<file path="src/rtl/rename_pkg.sv">
// Shared rename constants and types: physical tag width, free-list pointer width.
package rename_pkg;

   localparam int unsigned NUM_PHYS = 64;
   localparam int unsigned NUM_ARCH = 32;
   localparam int unsigned DEPTH    = NUM_PHYS - NUM_ARCH;
   localparam int unsigned TAG_W    = $clog2(NUM_PHYS);
   localparam int unsigned IDX_W    = $clog2(DEPTH);
   // One extra bit distinguishes full from empty when indices match.
   localparam int unsigned PTR_W    = IDX_W + 1;

   typedef logic [TAG_W-1:0] phys_tag_t;
   typedef logic [PTR_W-1:0] ptr_t;

endpackage

</file>
<file path="src/rtl/phys_free_list.sv">
// Circular free list of physical tags with a committed head for one-cycle flush recovery.
module phys_free_list
   import rename_pkg::*;
(
   input  logic             clk,
   input  logic             rst_n,
   input  logic             alloc_req,
   output logic             alloc_valid,
   output logic [TAG_W-1:0] alloc_phys,
   input  logic             free_en,
   input  logic [TAG_W-1:0] free_phys,
   input  logic             commit_adv,
   input  logic             flush,
   output logic [PTR_W-1:0] free_count,
   output logic             overflow_err,
   output logic             underflow_err
);

   ptr_t      head_q, head_d;
   ptr_t      rhead_q, rhead_d;
   ptr_t      tail_q, tail_d;
   phys_tag_t mem_q [DEPTH];
   logic      overflow_q, overflow_d;
   logic      underflow_q, underflow_d;

   ptr_t      occupied;
   logic      full;
   logic      free_nz;
   logic      pop;
   logic      push;
   logic      commit_ok;

   // Head-facing outputs depend only on registered state (no free-to-alloc bypass).
   always_comb begin
      alloc_valid   = (head_q != tail_q);
      alloc_phys    = mem_q[head_q[IDX_W-1:0]];
      free_count    = tail_q - head_q;
      overflow_err  = overflow_q;
      underflow_err = underflow_q;
   end

   // Pointer and error-flag next state; full is measured against the committed head.
   always_comb begin
      occupied    = tail_q - rhead_q;
      full        = (occupied == ptr_t'(DEPTH));
      free_nz     = free_en & (free_phys != '0);
      pop         = alloc_req & alloc_valid & ~flush;
      push        = free_nz & ~full;
      commit_ok   = commit_adv & (rhead_q != head_q);
      rhead_d     = rhead_q + ptr_t'(commit_ok);
      head_d      = flush ? rhead_d : head_q + ptr_t'(pop);
      tail_d      = tail_q + ptr_t'(push);
      overflow_d  = overflow_q | (free_nz & full);
      underflow_d = underflow_q | (alloc_req & ~alloc_valid) | (commit_adv & ~commit_ok);
   end

   // Pointer and sticky-flag registers; reset leaves the ring full.
   always_ff @(posedge clk or negedge rst_n) begin
      if (!rst_n) begin
         head_q      <= '0;
         rhead_q     <= '0;
         tail_q      <= ptr_t'(DEPTH);
         overflow_q  <= 1'b0;
         underflow_q <= 1'b0;
      end else begin
         head_q      <= head_d;
         rhead_q     <= rhead_d;
         tail_q      <= tail_d;
         overflow_q  <= overflow_d;
         underflow_q <= underflow_d;
      end
   end

   // Tag storage; reset loads the tags not taken by the identity architectural map.
   always_ff @(posedge clk or negedge rst_n) begin
      if (!rst_n) begin
         for (int i = 0; i < DEPTH; i++) begin
            mem_q[i] <= phys_tag_t'(NUM_ARCH + i);
         end
      end else if (push) begin
         mem_q[tail_q[IDX_W-1:0]] <= free_phys;
      end
   end

endmodule
</file>
<file path="config.mk">
export PLATFORM = sky130hd
export DESIGN_NAME = phys_free_list
export DESIGN_NICKNAME = d
export VERILOG_FILES = /design/src/rtl/rename_pkg.sv /design/src/rtl/phys_free_list.sv
export SDC_FILE = /design/constraint.sdc
export NUM_CORES = 1
export LEC_CHECK = 0
export BUFFER_PORTS_ARGS = -buffer_cell sky130_fd_sc_hd__buf_2
export CORE_ASPECT_RATIO = 1.25
export CORE_MARGIN = 1
export CORE_UTILIZATION = 35
export DETAILED_ROUTE_END_ITERATION = 6
export GPL_TIMING_DRIVEN = 0
export PLACE_DENSITY = 0.55
export SYNTH_ARGS = -nofsm -noshare
export SYNTH_HDL_FRONTEND = slang
export SYNTH_SLANG_ARGS = --single-unit
</file>
<file path="constraint.sdc">
create_clock -name clk -period 7.5 [get_ports clk]
set_input_delay 0.75 -clock clk [delete_from_list [all_inputs] [get_ports clk]]
set_output_delay 0.75 -clock clk [all_outputs]
set_load 0.05 [all_outputs]
</file>
# Word level (Yosys, flattened, before mapping)
# Cells that the tools add are included.
dict set report classes {
  addsub 5
  n_reduce_logical 2
  order_cmp 3
  bitwise_logic 17
  n_eq_ne 3
  n_mux 7
}
# cell n
set op_table {}
lappend op_table {{192-bit bitwise mux} 1}
lappend op_table {{6-bit binary-select mux with 5-bit select} 1}
lappend op_table {{6-bit demux with 5-bit select} 1}
lappend op_table {{6-bit two-way mux} 4}
lappend op_table {{6-bit by 1-bit adder with 6-bit output} 3}
lappend op_table {{6-bit >= comparator, second input constant} 2}
lappend op_table {{6-bit inequality test} 2}
lappend op_table {{5-bit NOT with 6-bit output} 2}
lappend op_table {{6-bit subtractor} 2}
lappend op_table {{1-bit bitwise AND} 8}
lappend op_table {{6-bit equality test, second input constant} 1}
lappend op_table {{6-bit by 1-bit less-than comparator with 1-bit output, second input constant} 1}
lappend op_table {{6-bit nonzero test} 1}
lappend op_table {{1-bit NOT} 4}
lappend op_table {{1-bit OR} 3}
lappend op_table {{1-bit logical AND} 1}
dict set report totals {
  in_bits 12
  reg_bits 212
  output_inout_bits 15
}

# Depth between registers and ports, before layout
dict set report logic_depth {
  word_depth 6
  mapped_depth 12
  mapped_depth_nobuf 10
}

# Least setup slack after synthesis
# Ideal clock, no wire load.
dict set report synth_timing {
  path_kind {register to output}
  startpoint {reg head_q[0]}
  endpoint {out alloc_phys[2]}
  path_slack_ps 4001
  t_arrival_ps 2749
  path_buffers 3
  stages_incl_launch_ff 8
  required_ps 6750
  cell_sequence {dfrtp_1 > clkbuf_1 > buf_2 > buf_2 > mux2i_1 > o221ai_1 > o22ai_1 > o31ai_1}
}
dict set report synth_between {
  elab_chain_len 4
}
# element line
set synth_rtl {}
lappend synth_rtl {{start: declaration} phys_free_list.sv:19} ;# ptr_t head_q, head_d;
lappend synth_rtl {{start signal: assignment} phys_free_list.sv:60} ;# head_q <= '0;
lappend synth_rtl {{start signal: assignment} phys_free_list.sv:66} ;# head_q <= head_d;
lappend synth_rtl {{5-bit NOT with 6-bit output (implied by the code)} phys_free_list.sv:36} ;# alloc_phys = mem_q[head_q[IDX_W-1:0]];
lappend synth_rtl {{6-bit binary-select mux with 5-bit select} phys_free_list.sv:36}
lappend synth_rtl {{6-bit two-way mux (implied by the code) (2 in a row)} phys_free_list.sv:36}
lappend synth_rtl {{end: declaration} phys_free_list.sv:9} ;# output logic [TAG_W-1:0] alloc_phys,
# Every way passes these cells. The select of a mux whose other input is x is not followed.

# Worst setup path after layout
dict set report layout_timing {
  startpoint {reg head_q[2]}
  endpoint {out free_count[5]}
}
dict set report layout_between {
  elab_chain_len 1
}
# element line
set layout_rtl {}
lappend layout_rtl {{6-bit subtractor} phys_free_list.sv:37} ;# free_count = tail_q - head_q;
lappend layout_rtl {{end: declaration} phys_free_list.sv:14} ;# output logic [PTR_W-1:0] free_count,
# Every way passes these cells.

==> run_results.csv <==
group,metric,value,unit
yosys,ys_types,50,
timing,hold_ws,0.2473,ns
place,place.gp.congestion,0.8094,
detailed_routing,ant_nets,0,
critical_path,worstPathArrival,3.62,ns
timing,fmax,228.9,MHz
grt,first_global_vias,6693,
die,die_area,30720,um^2
yosys,syn_area,10510,um^2
die,num_rows,70,
yosys,synth-seq-area-share,51.84,%
detailed_routing,wl_per_cell,22.25,um
min_path,worstHoldPathType,"primary input to asynchronous set/reset pin",
timing,fin_crit_sh,58.26,%
yosys,ys_seq_elements,212,
yosys,yosysMostFrequentCell,"mux2_2",
grt,grt_pass1_wl,41770,um
critical_path,worstSetupEndpointType,"output pin",
yosys,synth_ff_type,"dfstp_2",
pwr,finalPower,5.730,mW
critical_path,cp_max_fo,10,
clocking,tritoncts,"yes",
grt,grt_usage,18.31,%
yosys,syn_inst,741,
critical_path,r2r_end,"head_q[4]",
detailed_routing,via_per_inst,5.319,
pwr,p_leak,4.988,nW
clocking,clkLatencyLatePin,0.52,ns
detailed_routing,wl,26810,um
place,dp.final_hpwl,19000,um
critical_path,cpPeakStageDelay,0.69,ns
clocking,cts_made_buffers,23,
place,place_ws,3.630,ns
critical_path,crit_top_cell,"clkbuf_1",
timing,slew_headroom,37.58,%
detailed_routing,vias,6409,
detailed_routing,firstDrtPassIters,4,
yosys,synth.top_cell.area_share,28.26,%
clocking,cts_setup_buffers,0,
critical_path,path_cells,"clkbuf_1 > inv_2 > clkbuf_1 > ha_1 > o21ai_0 > nand2b_1 > a21o_1 > a21oi_1 > xor2_1 > buf_2",
die,start_util,35.70,%
critical_path,crit_type,"register to output pin",
critical_path,rrSetupSlack,4.06,ns
critical_path,cp.required,6.75,ns
critical_path,slowest_stage,"clkbuf_1",
yosys,synth_commonest_cells,"mux2_2, dfstp_2, dfrtp_1",
critical_path,worstReg2RegStart,"head_q[2]",
critical_path,path_buf_inv,4,
cells_and_area,area_delta_synth_final,13.04,%
detailed_routing,drt-initial-drc-count,356,
clocking,cts_root_buffer,"clkbuf_16",
timing,skew,0.01010,ns
clocking,cts_resized,0,
timing,setup_viol,0,
detailed_routing,drcViolationCount,0,
pwr,power_density,482.5,nW/um^2
outcome,outcome,"finished, final reports clean",
cells_and_area,layout.nets,822,
grt,gr-total-overflow,0,
timing,rsz0062_at_grt,"false",
die,dieHeight,195.7,um
clocking,clk_pin_slew,0.06,ns
yosys,synth_edf_count,0,
critical_path,startpoint_type,"register",
place,port_buffers,26,
clocking,cts_buffer_depth,3,
pwr,peakVddDrop,246.7,uV
clocking,h-tree-depth,1,
timing,drv_slew,0,
yosys,synth_area_leader_cell,"dfstp_2",
grt,grt_max_degree,112,
clocking,cts_sinks,212,
timing,finalCriticalPeriod,4.370,ns
cells_and_area,fin_util,40.36,%
die,dieWidth,157.0,um
die,ios,27,
critical_path,reg2reg_depth,12,
grt,antenna_found_initial,0,
yosys,synthArstFlopShare,100.0,%
timing,worst_pin_slew,0.9363,ns
critical_path,cp_top_family,"buffers and inverters",
yosys,yosysWarnings,0,
die,core_area,29430,um^2
timing,fin_setup_tns,0,ns
cells_and_area,diodes,0,
timing,fin_ws,3.130,ns
yosys,syn_area_per_cell,14.18,um^2
cells_and_area,drive_above_1_share,52.53,%
run,drv_cap,0,
clocking,hold_buffers,0,
yosys,synth_area_leaders,"dfstp_2, dfrtp_1, mux2_2, mux4_2, mux2i_1",
yosys,syn_nets,770,
timing,hold_viol,0,
## where the power goes
group,internal (mW),switching [mW]
Sequential,1.80,0.282
Combinational,1.06,1.50
Clock,0.622,0.467
## worst reg2reg max path: cells and delay by family (launching register included)
family | cells | cell delay [ns]
AO/OA/AOI/OAI | 1 | 0.10
XOR/XNOR | 1 | 0.12
adder cells (fa/ha/maj) | 3 | 0.98
buffers and inverters | 3 | 1.17
flip-flops | 1 | 0.33
AND/OR/NAND/NOR | 4 | 0.59
## per-stage QoR
| stage | instance area [um^2] | cells |
|---|---|---|
| 2_1_floorplan | 10510 | 741 |
| 4_1_cts | 11880 | 1205 |
| 6_report | 11880 | 1205 |
| 5_1_grt | 11880 | 1205 |
| 3_3_place_gp | 11130 | 1163 |
| 3_5_place_dp | 11170 | 1164 |
## registers in the layout (all words and copies together) (netlist names)
name	cells
head_q	6
tail_q	6
mem_q	192
underflow_err	1
rhead_q	6
overflow_err	1
## cell usage in the layout, fill, tap and decap left out, drive strengths merged, types with 9 or more instances in the layout
| cell | Yosys | layout |
|---|---|---|
| a21oi | 14 | 14 |
| buf | 12 | 39 |
| clkbuf | 32 | 65 |
| dfrtp | 99 | 99 |
| dfstp | 113 | 113 |
| ha | 16 | 16 |
| inv | 12 | 13 |
| mux2 | 194 | 194 |
| mux2i | 40 | 40 |
| mux4 | 30 | 30 |
| nand2 | 27 | 27 |
| nand3 | 22 | 22 |
| nand4 | 9 | 9 |
| nor3 | 12 | 12 |
| o221ai | 18 | 18 |
| xnor2 | 17 | 17 |
| xor2 | 9 | 9 |
## worst max path at each step
| stage | startpoint | endpoint | slack (ns) | cells past startpoint |
|---|---|---|---|---|
| 2_1_floorplan | head_q[0] | alloc_phys[2] | 4.00 | 7 |
| 3_3_place_gp | rst_n | mem_q[138] | 1.95 | 1 |
| 3_5_place_dp | head_q[2] | free_count[5] | 3.63 | 10 |
| 4_1_cts | head_q[2] | free_count[5] | 3.05 | 10 |
| 5_1_grt | head_q[2] | free_count[5] | 2.88 | 10 |
| 6_report | head_q[2] | free_count[5] | 3.13 | 10 |
## per-layer routing
metal / part of all wire [%] / up-vias / GRT usage, %
li1: - / 2882 / -
met1: 43 / 3385 / 23.61
met2: 51 / 97 / 31.56
met3: 2.6 / 45 / 1.922
met4: 3.3 / 0 / 6.754
met5: 0 / - / 0
## cell type report
cell class,instances,area (um^2)
clock buffer,33,633.1
sequential,212,5446
multi-input combinational,470,4820
buffer,44,183.9
timing repair buffer,27,167.7
inverter,15,56.30
clock inverter,8,73.82
fill,2797,17550
tap,396,495.5
## logic make-up (layout without fill, tap and decap cells)
logic type | Yosys count | count (layout) | share of synthesized area [%]
multiplexers | 264 | 264 | 31.03
flip-flops | 212 | 212 | 51.84
AND/OR/NAND/NOR | 95 | 95 | 5.633
AO/OA/AOI/OAI | 68 | 68 | 4.942
buffers and inverters | 59 | 127 | 2.286
XOR/XNOR | 26 | 26 | 2.167
adder cells (fa/ha/maj) | 17 | 17 | 2.096
(Power assumes the default switching activity.)
